File: config.mk
export PLATFORM = sky130hd
export DESIGN_NAME = decode_stage_flat
export DESIGN_NICKNAME = d
export VERILOG_FILES = /design/src/rtl/decode_stage_if.sv /design/src/rtl/decode_stage.sv /design/src/flat_wrapper.sv
export SDC_FILE = /design/constraint.sdc
export NUM_CORES = 2
export LEC_CHECK = 0
export ABC_AREA = 0
export CAP_MARGIN = 20
export CORE_MARGIN = 2
export CORE_UTILIZATION = 55
export DETAILED_ROUTE_END_ITERATION = 8
export GPL_ROUTABILITY_DRIVEN = 0
export GPL_TIMING_DRIVEN = 0
export HOLD_SLACK_MARGIN = 0.05
export PLACE_DENSITY = 0.79
export SETUP_SLACK_MARGIN = 0.15
export SYNTH_ARGS = -nofsm -noshare
export SYNTH_HDL_FRONTEND = slang
export SYNTH_SLANG_ARGS = --single-unit
File: constraint.sdc
create_clock -name clock -period 49.8 [get_ports clock]
set_clock_uncertainty 0.1 [all_clocks]
set_input_delay 14.94 -clock clock [delete_from_list [all_inputs] [get_ports clock]]
set_output_delay 14.94 -clock clock [all_outputs]
set_load 0.02 [all_outputs]
File: src/rtl/decode_stage_if.sv
// Decode-stage bundle: fetch handshake, writeback port, branch flush and execute-side outputs.
// master = fetch/writeback/execute environment, slave = decode_stage.
interface decode_stage_if;
  logic [31:0] pc_in;
  logic [31:0] insn_in;
  logic        insn_valid;
  logic        insn_ready;
  logic        wb_en;
  logic [4:0]  wb_addr;
  logic [31:0] wb_data;
  logic        branch_taken;
  logic [31:0] pc;
  logic [31:0] insn;
  logic [31:0] rsData;
  logic [31:0] rtData;
  logic [4:0]  saData;
  logic [31:0] immSXData;
  logic [5:0]  ALUOp;
  logic        enable_execute;

  modport master (
    output pc_in, insn_in, insn_valid, wb_en, wb_addr, wb_data, branch_taken,
    input  insn_ready, pc, insn, rsData, rtData, saData, immSXData, ALUOp, enable_execute
  );

  modport slave (
    input  pc_in, insn_in, insn_valid, wb_en, wb_addr, wb_data, branch_taken,
    output insn_ready, pc, insn, rsData, rtData, saData, immSXData, ALUOp, enable_execute
  );
endinterface

File: src/rtl/decode_stage.sv
// MIPS decode stage: register file, immediate/ALUOp decode, load-use stall and branch flush.
// Define DECODE_BYPASS_EN to forward same-cycle writeback data into rsData/rtData.
module decode_stage (
  input logic       clock,
  input logic       reset,
  decode_stage_if.slave dec
);

  localparam logic [5:0] OpSpecial = 6'b000000;
  localparam logic [5:0] OpBeq     = 6'b000100;
  localparam logic [5:0] OpBne     = 6'b000101;
  localparam logic [5:0] OpOri     = 6'b001101;
  localparam logic [5:0] OpXori    = 6'b001110;
  localparam logic [5:0] OpLb      = 6'b100000;
  localparam logic [5:0] OpLw      = 6'b100011;
  localparam logic [5:0] OpLbu     = 6'b100100;
  localparam logic [5:0] OpSb      = 6'b101000;
  localparam logic [5:0] OpSw      = 6'b101011;

  typedef enum logic [0:0] {StRun, StStall} state_e;

  state_e      state_q;
  logic        ready_q;
  logic        en_q;
  logic [31:0] pc_q, insn_q, rs_q, rt_q, imm_q;
  logic [4:0]  sa_q;
  logic [5:0]  aluop_q;
  logic [31:0] rf_q [32];

  logic [5:0]  opcode;
  logic [4:0]  rs_idx, rt_idx, ld_rt;
  logic [31:0] rs_val, rt_val, imm_val;
  logic [5:0]  aluop_val;
  logic        uses_rt, ld_in_out, hazard, xfer, load_en, bubble;

  assign opcode = dec.insn_in[31:26];
  assign rs_idx = dec.insn_in[25:21];
  assign rt_idx = dec.insn_in[20:16];
  assign ld_rt  = insn_q[20:16];
  assign xfer   = dec.insn_valid && ready_q;

  always_comb begin
    rs_val = rf_q[rs_idx];
    rt_val = rf_q[rt_idx];
`ifdef DECODE_BYPASS_EN
    if (dec.wb_en && (dec.wb_addr == rs_idx) && (rs_idx != 5'd0)) rs_val = dec.wb_data;
    if (dec.wb_en && (dec.wb_addr == rt_idx) && (rt_idx != 5'd0)) rt_val = dec.wb_data;
`endif
  end

  always_comb begin
    aluop_val = (opcode == OpSpecial) ? dec.insn_in[5:0] : opcode;
    if ((opcode == OpOri) || (opcode == OpXori)) imm_val = {16'h0000, dec.insn_in[15:0]};
    else imm_val = {{16{dec.insn_in[15]}}, dec.insn_in[15:0]};
  end

  always_comb begin
    uses_rt   = (opcode == OpSpecial) || (opcode == OpBeq) || (opcode == OpBne) ||
                (opcode == OpSw) || (opcode == OpSb);
    ld_in_out = en_q && ((insn_q[31:26] == OpLw) || (insn_q[31:26] == OpLb) ||
                         (insn_q[31:26] == OpLbu));
    hazard    = ld_in_out && (ld_rt != 5'd0) &&
                ((rs_idx == ld_rt) || (uses_rt && (rt_idx == ld_rt)));
    // The instruction held across STALL is taken at the STALL edge, so the bubble is one cycle.
    load_en   = !dec.branch_taken &&
                (((state_q == StRun) && xfer && !hazard) ||
                 ((state_q == StStall) && dec.insn_valid));
    bubble    = dec.branch_taken || ((state_q == StRun) && xfer && hazard);
  end

  always_ff @(posedge clock or posedge reset) begin
    if (reset) begin
      for (int i = 0; i < 32; i++) rf_q[i] <= '0;
    end else if (dec.wb_en && (dec.wb_addr != 5'd0)) begin
      rf_q[dec.wb_addr] <= dec.wb_data;
    end
  end

  always_ff @(posedge clock or posedge reset) begin
    if (reset) begin
      state_q <= StRun;
      ready_q <= 1'b0;
      en_q    <= 1'b0;
      pc_q    <= '0;
      insn_q  <= '0;
      rs_q    <= '0;
      rt_q    <= '0;
      sa_q    <= '0;
      imm_q   <= '0;
      aluop_q <= '0;
    end else begin
      en_q <= load_en;
      if (load_en) begin
        pc_q    <= dec.pc_in;
        insn_q  <= dec.insn_in;
        rs_q    <= rs_val;
        rt_q    <= rt_val;
        sa_q    <= dec.insn_in[10:6];
        imm_q   <= imm_val;
        aluop_q <= aluop_val;
      end else if (bubble) begin
        insn_q <= '0;
      end

      if (dec.branch_taken) begin
        state_q <= StRun;
        ready_q <= 1'b1;
      end else begin
        unique case (state_q)
          StRun: begin
            if (xfer && hazard) begin
              state_q <= StStall;
              ready_q <= 1'b0;
            end else begin
              ready_q <= 1'b1;
            end
          end
          StStall: begin
            state_q <= StRun;
            ready_q <= 1'b1;
          end
        endcase
      end
    end
  end

  assign dec.insn_ready     = ready_q;
  assign dec.enable_execute = en_q;
  assign dec.pc             = pc_q;
  assign dec.insn           = insn_q;
  assign dec.rsData         = rs_q;
  assign dec.rtData         = rt_q;
  assign dec.saData         = sa_q;
  assign dec.immSXData      = imm_q;
  assign dec.ALUOp          = aluop_q;

endmodule

File: src/flat_wrapper.sv
// flat-port wrapper written by rule: the top's interface ports become plain ports
module decode_stage_flat 
  (clock, reset, dec_pc_in, dec_insn_in, dec_insn_valid, dec_wb_en, dec_wb_addr, dec_wb_data, dec_branch_taken, dec_insn_ready, dec_pc, dec_insn, dec_rsData, dec_rtData, dec_saData, dec_immSXData, dec_ALUOp, dec_enable_execute);
  decode_stage_if dec_i ();
  input logic clock;
  input logic reset;
  input wire logic [$bits(dec_i.pc_in)-1:0] dec_pc_in;
  input wire logic [$bits(dec_i.insn_in)-1:0] dec_insn_in;
  input wire logic [$bits(dec_i.insn_valid)-1:0] dec_insn_valid;
  input wire logic [$bits(dec_i.wb_en)-1:0] dec_wb_en;
  input wire logic [$bits(dec_i.wb_addr)-1:0] dec_wb_addr;
  input wire logic [$bits(dec_i.wb_data)-1:0] dec_wb_data;
  input wire logic [$bits(dec_i.branch_taken)-1:0] dec_branch_taken;
  output wire logic [$bits(dec_i.insn_ready)-1:0] dec_insn_ready;
  output wire logic [$bits(dec_i.pc)-1:0] dec_pc;
  output wire logic [$bits(dec_i.insn)-1:0] dec_insn;
  output wire logic [$bits(dec_i.rsData)-1:0] dec_rsData;
  output wire logic [$bits(dec_i.rtData)-1:0] dec_rtData;
  output wire logic [$bits(dec_i.saData)-1:0] dec_saData;
  output wire logic [$bits(dec_i.immSXData)-1:0] dec_immSXData;
  output wire logic [$bits(dec_i.ALUOp)-1:0] dec_ALUOp;
  output wire logic [$bits(dec_i.enable_execute)-1:0] dec_enable_execute;
  assign dec_i.pc_in = dec_pc_in;
  assign dec_i.insn_in = dec_insn_in;
  assign dec_i.insn_valid = dec_insn_valid;
  assign dec_i.wb_en = dec_wb_en;
  assign dec_i.wb_addr = dec_wb_addr;
  assign dec_i.wb_data = dec_wb_data;
  assign dec_i.branch_taken = dec_branch_taken;
  assign dec_insn_ready = dec_i.insn_ready;
  assign dec_pc = dec_i.pc;
  assign dec_insn = dec_i.insn;
  assign dec_rsData = dec_i.rsData;
  assign dec_rtData = dec_i.rtData;
  assign dec_saData = dec_i.saData;
  assign dec_immSXData = dec_i.immSXData;
  assign dec_ALUOp = dec_i.ALUOp;
  assign dec_enable_execute = dec_i.enable_execute;
  decode_stage u_core (.clock(clock), .reset(reset), .dec(dec_i));
endmodule
Word-level counts from Yosys, hierarchy flattened
Cells that the tools add are included.
- mux-type cells: 19
- bitwise gates (word level): 4
- reduce and logical (&&, ||, !) cells: 29
- equal/unequal tests: 11
- $lt $le $gt $ge: 4
- operator list (operator ; number):
    1024-bit bitwise mux ; 1
    32-bit binary-select mux with 5-bit select ; 2
    32-bit two-way mux ; 8
    32-bit demux with 5-bit select ; 1
    6-bit equality test, second input constant ; 5
    6-bit greater-or-equal comparator, second input constant ; 3
    5-bit NOT with 6-bit output ; 3
    1-bit logical AND ; 13
    6-bit by 3-bit equality test with 1-bit output, second input constant ; 2
    6-bit by 4-bit equality test with 1-bit output, second input constant ; 2
    5-bit equality test ; 2
    1-bit logical OR ; 10
    5-bit nonzero test ; 2
    6-bit zero test ; 1
    6-bit by 1-bit less-than comparator with 1-bit output, second input constant ; 1
    6-bit two-way mux ; 1
    1-bit two-way mux ; 4
    1-bit one-hot mux with 2 select lines ; 2
    1-bit zero test ; 2
    2-bit nonzero test ; 1
    1-bit NOT ; 1
- output and inout bits: 173
- input bits: 106
- register bits after elaboration: 1198
- logic and storage cells: 109

Longest topological paths before layout
- word-level depth: 13
- mapped depth: 9
- depth with buffers taken out: 5

Worst setup path before layout
No wires, ideal clock.
- path kind: input -> register
- start: input dec_insn_in[21]
- end: register u_core.rs_q[13], in the netlist u_core.dec.rsData[13]
- arrival: 16.899 ns
- setup slack: 32.660 ns
- stages: 8
- setup time: 0.141 ns
- data required time: 49.559 ns
- buffers on the path: 3
- cell sequence: clkbuf_1 > buf_2 > buf_2 > mux4_2 > nand2_1 > o221ai_1 > a2111oi_0 > mux2i_1
- longest elaborated chain between the ends: 7
- elaborated cells between the ends (all ways): 11
- classes of those cells: 1 x eq/ne; 3 x mux; 1 x bitwise; 6 x reduce/logical
- ends and longest elaborated chain (item ; line ; source):
    start: declaration ; flat_wrapper.sv:8 ; input wire logic [$bits(dec_i.insn_in)-1:0] dec_insn_in;
    branches (longest 7 deep; another with 32-bit binary-select mux with 5-bit select) ; - ;
    end signal: assignment ; decode_stage.sv:96 ; rs_q <= rs_val;
    end: declaration ; decode_stage.sv:25 ; logic [31:0] pc_q, insn_q, rs_q, rt_q, imm_q;
Several ways; the timed one is not identified. The select of a mux whose other input is x is not followed.
A chain may end at the register's enable or synchronous reset.

Worst setup path in the final report
- start: input dec_insn_in[21]
- end: register u_core.rs_q[28], in the netlist u_core.dec.rsData[28]
Same word-level chain as after synthesis.

==> impl_metrics.json <==
{
  "synth-seq-area-share_pct": 49.08,
  "io_buffers": 271,
  "first_global_vias": 45490,
  "timing.final.crit_period_ns": 19.24,
  "cts-htree-levels": 3,
  "die-area_um2": 111900,
  "tritoncts_clock_tree": "yes",
  "num_io_pins": 279,
  "grt_antenna_before_repair": 21,
  "power_density_nw_per_um2": 41.10,
  "max-slew-margin-rel_pct": 3.930,
  "largest_family_of_logic_cells_by_synthesized_area": "multiplexers",
  "timing.critical_path.from_type": "primary input",
  "drt_first_iter_violations": 7896,
  "post_synthesis_net_count": 4323,
  "post_synth_inst_count": 4217,
  "seqCellArea_um2": 29480,
  "worstPathArrival_ns": 19.68,
  "timing.hold.worst.class": "register to register",
  "path_buf_inv": 3,
  "layout.filler_cells": 7584,
  "critical_path_class": "primary input to register",
  "regToRegStartpoint": "u_core.dec.insn[26]$_DFFE_PP0P_",
  "dp_slack_ns": 30.50,
  "worstSkewPairLatency_ns": 0.75,
  "grt_pass1_wl_um": 329100,
  "postCtsHoldBufs": 0,
  "vdd_drop_max_mv": 0.03751,
  "number_of_placement_rows": 121,
  "clk_transition_reported_paths_ns": 0.06,
  "most_used_cell_cp": "sky130_fd_sc_hd__clkbuf_1",
  "die_w_um": 334.4,
  "post_synth_fa_ha_maj_area_fraction_pct": 0,
  "hold_path_startpoint": "u_core.rf_q[997]$_DFFE_PP0P_",
  "yosys.area_share.xor_xnor_pct": 0.1604,
  "worst-slew-pin-transition_ns": 1.428,
  "timing.setup.tns_ns": 0,
  "post-cts-setup-buffers": 0,
  "clock.fmax_mhz": 51.98,
  "grt_util_all_layers_pct": 41.64,
  "layout-area-overhead-vs-synth_pct": 16.98,
  "setup.worst_path.end_class": "register",
  "clock_path_buffers": 3,
  "floorplan.initialDensity_pct": 55.33,
  "failing_checks": "design-rule violations",
  "worstPathRequired_ns": 50.24,
  "postCtsResizedCells": 0,
  "status": "finished, violations left",
  "route.vias.total": 46300,
  "timing.critical_path.fanout_max": 10,
  "crit_slowest_cell": "sky130_fd_sc_hd__a2111oi_0",
  "timing.critical_path.from": "dec_insn_in[21]",
  "placed_cells": 5960,
  "grt_overflow": 0,
  "synth_compound_gate_area_share_pct": 6.442,
  "stdcell_count": 6241,
  "setup_repair_after_global_routing_missed_its_margin": "no",
  "firstDrtPassIters": 9,
  "final_hold_viol_count": 0,
  "final_layout_size_suffix_gt1_share_pct": 41.93,
  "design_area_um2": 70250,
  "final_common_cell": "sky130_fd_sc_hd__mux2_2",
  "dp_hpwl_um": 162500,
  "routed_length_per_instance_um": 37.60,
  "num-nets-final": 4814,
  "final-max-slew-violation-count": 0,
  "numClockSinks": 1178,
  "yosysWarnings": 0,
  "synthesis.area_um2": 60060,
  "remaining_number_of_nets_flagged_by_the_antenna_check_after_routing": 0,
  "synthSimpleGateAreaFrac_pct": 2.560,
  "postPlaceCellArea_um2": 65480,
  "finalWorstSetupSlack_ns": 30.56,
  "path_cells": "clkbuf_1 > buf_2 > nand2_1 > clkbuf_1 > o22ai_1 > nor3b_1 > a2111oi_0 > mux2i_1",
  "multi_input_area_um2": 28470,
  "worst_path_dominant_cell_family": "compound AO/OA/AOI/OAI gates",
  "worst_path_largest_cell_delay_ns": 1.11,
  "synthesis_stage_register_bit_count": 1178,
  "yosys-mux-area-fraction_pct": 38.23,
  "synth_area_per_cell_um2": 14.24,
  "design.core.area_um2": 108600,
  "layout.cells.most_common_list": "sky130_fd_sc_hd__mux2_2, sky130_fd_sc_hd__dfrtp_1, sky130_fd_sc_hd__clkbuf_1",
  "routed_wl_um": 234700,
  "die_y_um": 334.4,
  "cts_made_buffers": 121,
  "drc": 44,
  "cts_root_buf": "sky130_fd_sc_hd__clkbuf_16",
  "final_util_pct": 64.72,
  "report.final.setup_viol": 0,
  "synth.lib_cells_used.distinct": 39,
  "routed_via_density": 7.419,
  "p_leak_nw": 29.95,
  "max-cap-violations": 0,
  "grt_start_max_net_pins": 130,
  "period_share_pct": 38.63
}
## power breakdown
group          total, mW  switching, mW  internal, mW
combinational      0.639          0.293         0.347
sequential          1.27          0.138          1.14
clock              0.975          0.403         0.572
## state kept, by name, summed over array words and instances, names as in the netlist
register                   count
u_core.dec.pc                 32
u_core.dec.saData              4
u_core.state_q                 1
u_core.dec.enable_execute      1
u_core.dec.rsData             32
u_core.dec.insn               32
u_core.dec.rtData             32
u_core.dec.ALUOp               6
u_core.dec.immSXData          13
u_core.dec.insn_ready          1
u_core.rf_q                 1024
## layer usage
| layer | vias to the layer above | share of wire (%) | wire length (um) | track usage [%] |
|---|---|---|---|---|
| li1 | 17210 | - | - | - |
| met1 | 23390 | 33 | 77850 | 48.96 |
| met2 | 4313 | 41 | 96770 | 57.94 |
| met3 | 1361 | 16 | 37580 | 21.86 |
| met4 | 30 | 9.3 | 21800 | 29.78 |
| met5 | - | 0.29 | 682 | 4.038 |
## synth_stat cells
master	instances	share of area, %
sky130_fd_sc_hd__inv_1	35	0.22
sky130_fd_sc_hd__nand2_1	37	0.23
sky130_fd_sc_hd__or2_2	4	0.042
sky130_fd_sc_hd__xnor2_1	3	0.044
sky130_fd_sc_hd__mux2i_1	81	1.4
sky130_fd_sc_hd__a211oi_4	1	0.033
sky130_fd_sc_hd__xor2_1	8	0.12
sky130_fd_sc_hd__buf_1	79	0.49
sky130_fd_sc_hd__and4_4	1	0.019
sky130_fd_sc_hd__nor2_1	24	0.15
sky130_fd_sc_hd__nor3b_1	36	0.45
sky130_fd_sc_hd__mux2_1	9	0.17
sky130_fd_sc_hd__nor3_1	5	0.042
sky130_fd_sc_hd__o21ai_0	3	0.025
sky130_fd_sc_hd__a22o_1	32	0.47
sky130_fd_sc_hd__mux2_2	1304	24
sky130_fd_sc_hd__or3b_2	1	0.015
sky130_fd_sc_hd__o221ai_1	11	0.16
sky130_fd_sc_hd__o22ai_1	266	2.8
sky130_fd_sc_hd__or4_1	2	0.025
sky130_fd_sc_hd__a211oi_1	65	0.81
sky130_fd_sc_hd__o21a_1	3	0.037
sky130_fd_sc_hd__clkbuf_1	308	1.9
sky130_fd_sc_hd__buf_4	24	0.30
sky130_fd_sc_hd__and3_1	3	0.031
sky130_fd_sc_hd__nor2b_1	90	0.94
sky130_fd_sc_hd__nand3_1	5	0.042
sky130_fd_sc_hd__a41oi_1	1	0.015
sky130_fd_sc_hd__nor4_1	32	0.33
sky130_fd_sc_hd__dfrtp_1	1178	49
sky130_fd_sc_hd__a2111oi_0	120	1.8
sky130_fd_sc_hd__a2bb2oi_1	22	0.32
sky130_fd_sc_hd__a21oi_1	6	0.050
sky130_fd_sc_hd__and3b_1	1	0.015
sky130_fd_sc_hd__buf_2	70	0.58
sky130_fd_sc_hd__mux4_2	327	12
sky130_fd_sc_hd__nand3b_1	10	0.12
sky130_fd_sc_hd__or3_1	2	0.021
sky130_fd_sc_hd__nand2b_1	8	0.083
## worst paths after layout
| kind | end | cells after the start | slack (ns) |
|---|---|---|---|
| max in group asynchronous | u_core.rf_q[329]$_DFFE_PP0P_ | 7 | 32.11 |
| hold reg to reg | u_core.rf_q[997]$_DFFE_PP0P_ | 1 | 0.38 |
| setup reg to reg | u_core.dec.rsData[24]$_DFFE_PP0P_ | 6 | 45.85 |
| setup / recovery | u_core.dec.rsData[28]$_DFFE_PP0P_ | 8 | 30.56 |
| min in group asynchronous | u_core.dec.rtData[30]$_DFFE_PP0P_ | 2 | 14.56 |
| hold / removal | u_core.rf_q[997]$_DFFE_PP0P_ | 1 | 0.38 |
## worst reg2reg max path: stages (launching register included)
cell                        delay [ns]
sky130_fd_sc_hd__dfrtp_1          0.45
sky130_fd_sc_hd__or2_2            0.32
sky130_fd_sc_hd__a2111oi_0        0.72
sky130_fd_sc_hd__o21a_1           0.55
sky130_fd_sc_hd__clkbuf_1         0.99
sky130_fd_sc_hd__a2111oi_0        0.47
sky130_fd_sc_hd__a2bb2oi_1        0.26
## through the flow
| stage | total power [mW] | hold slack [ns] |
|---|---|---|
| floorplan | 1.664 | 0.3383 |
| global placement | 1.855 | 0.3516 |
| detailed placement | 1.888 | 0.3655 |
| CTS | 2.847 | 0.3818 |
| global route | 2.962 | 0.3976 |
| finish | 2.887 | 0.3759 |
## cell type report
class                           count  area share (%)
Antenna cell                       21         0.07480
Inverter                           35          0.1977
Clock inverter                     39          0.8032
Timing Repair Buffer              368           5.924
Buffer                            481           2.828
Multi-Input combinational cell   2523           40.52
Sequential cell                  1178           41.96
Clock buffer                      182           5.170
Tap cell                         1414           2.518
## cells by family after synthesis
kind of cell	after synthesis
compound gates	530
xor+xnor	11
buf+inv	516
flops	1178
mux	1721
simple gates	261
Power figures use the tool's default switching activity.
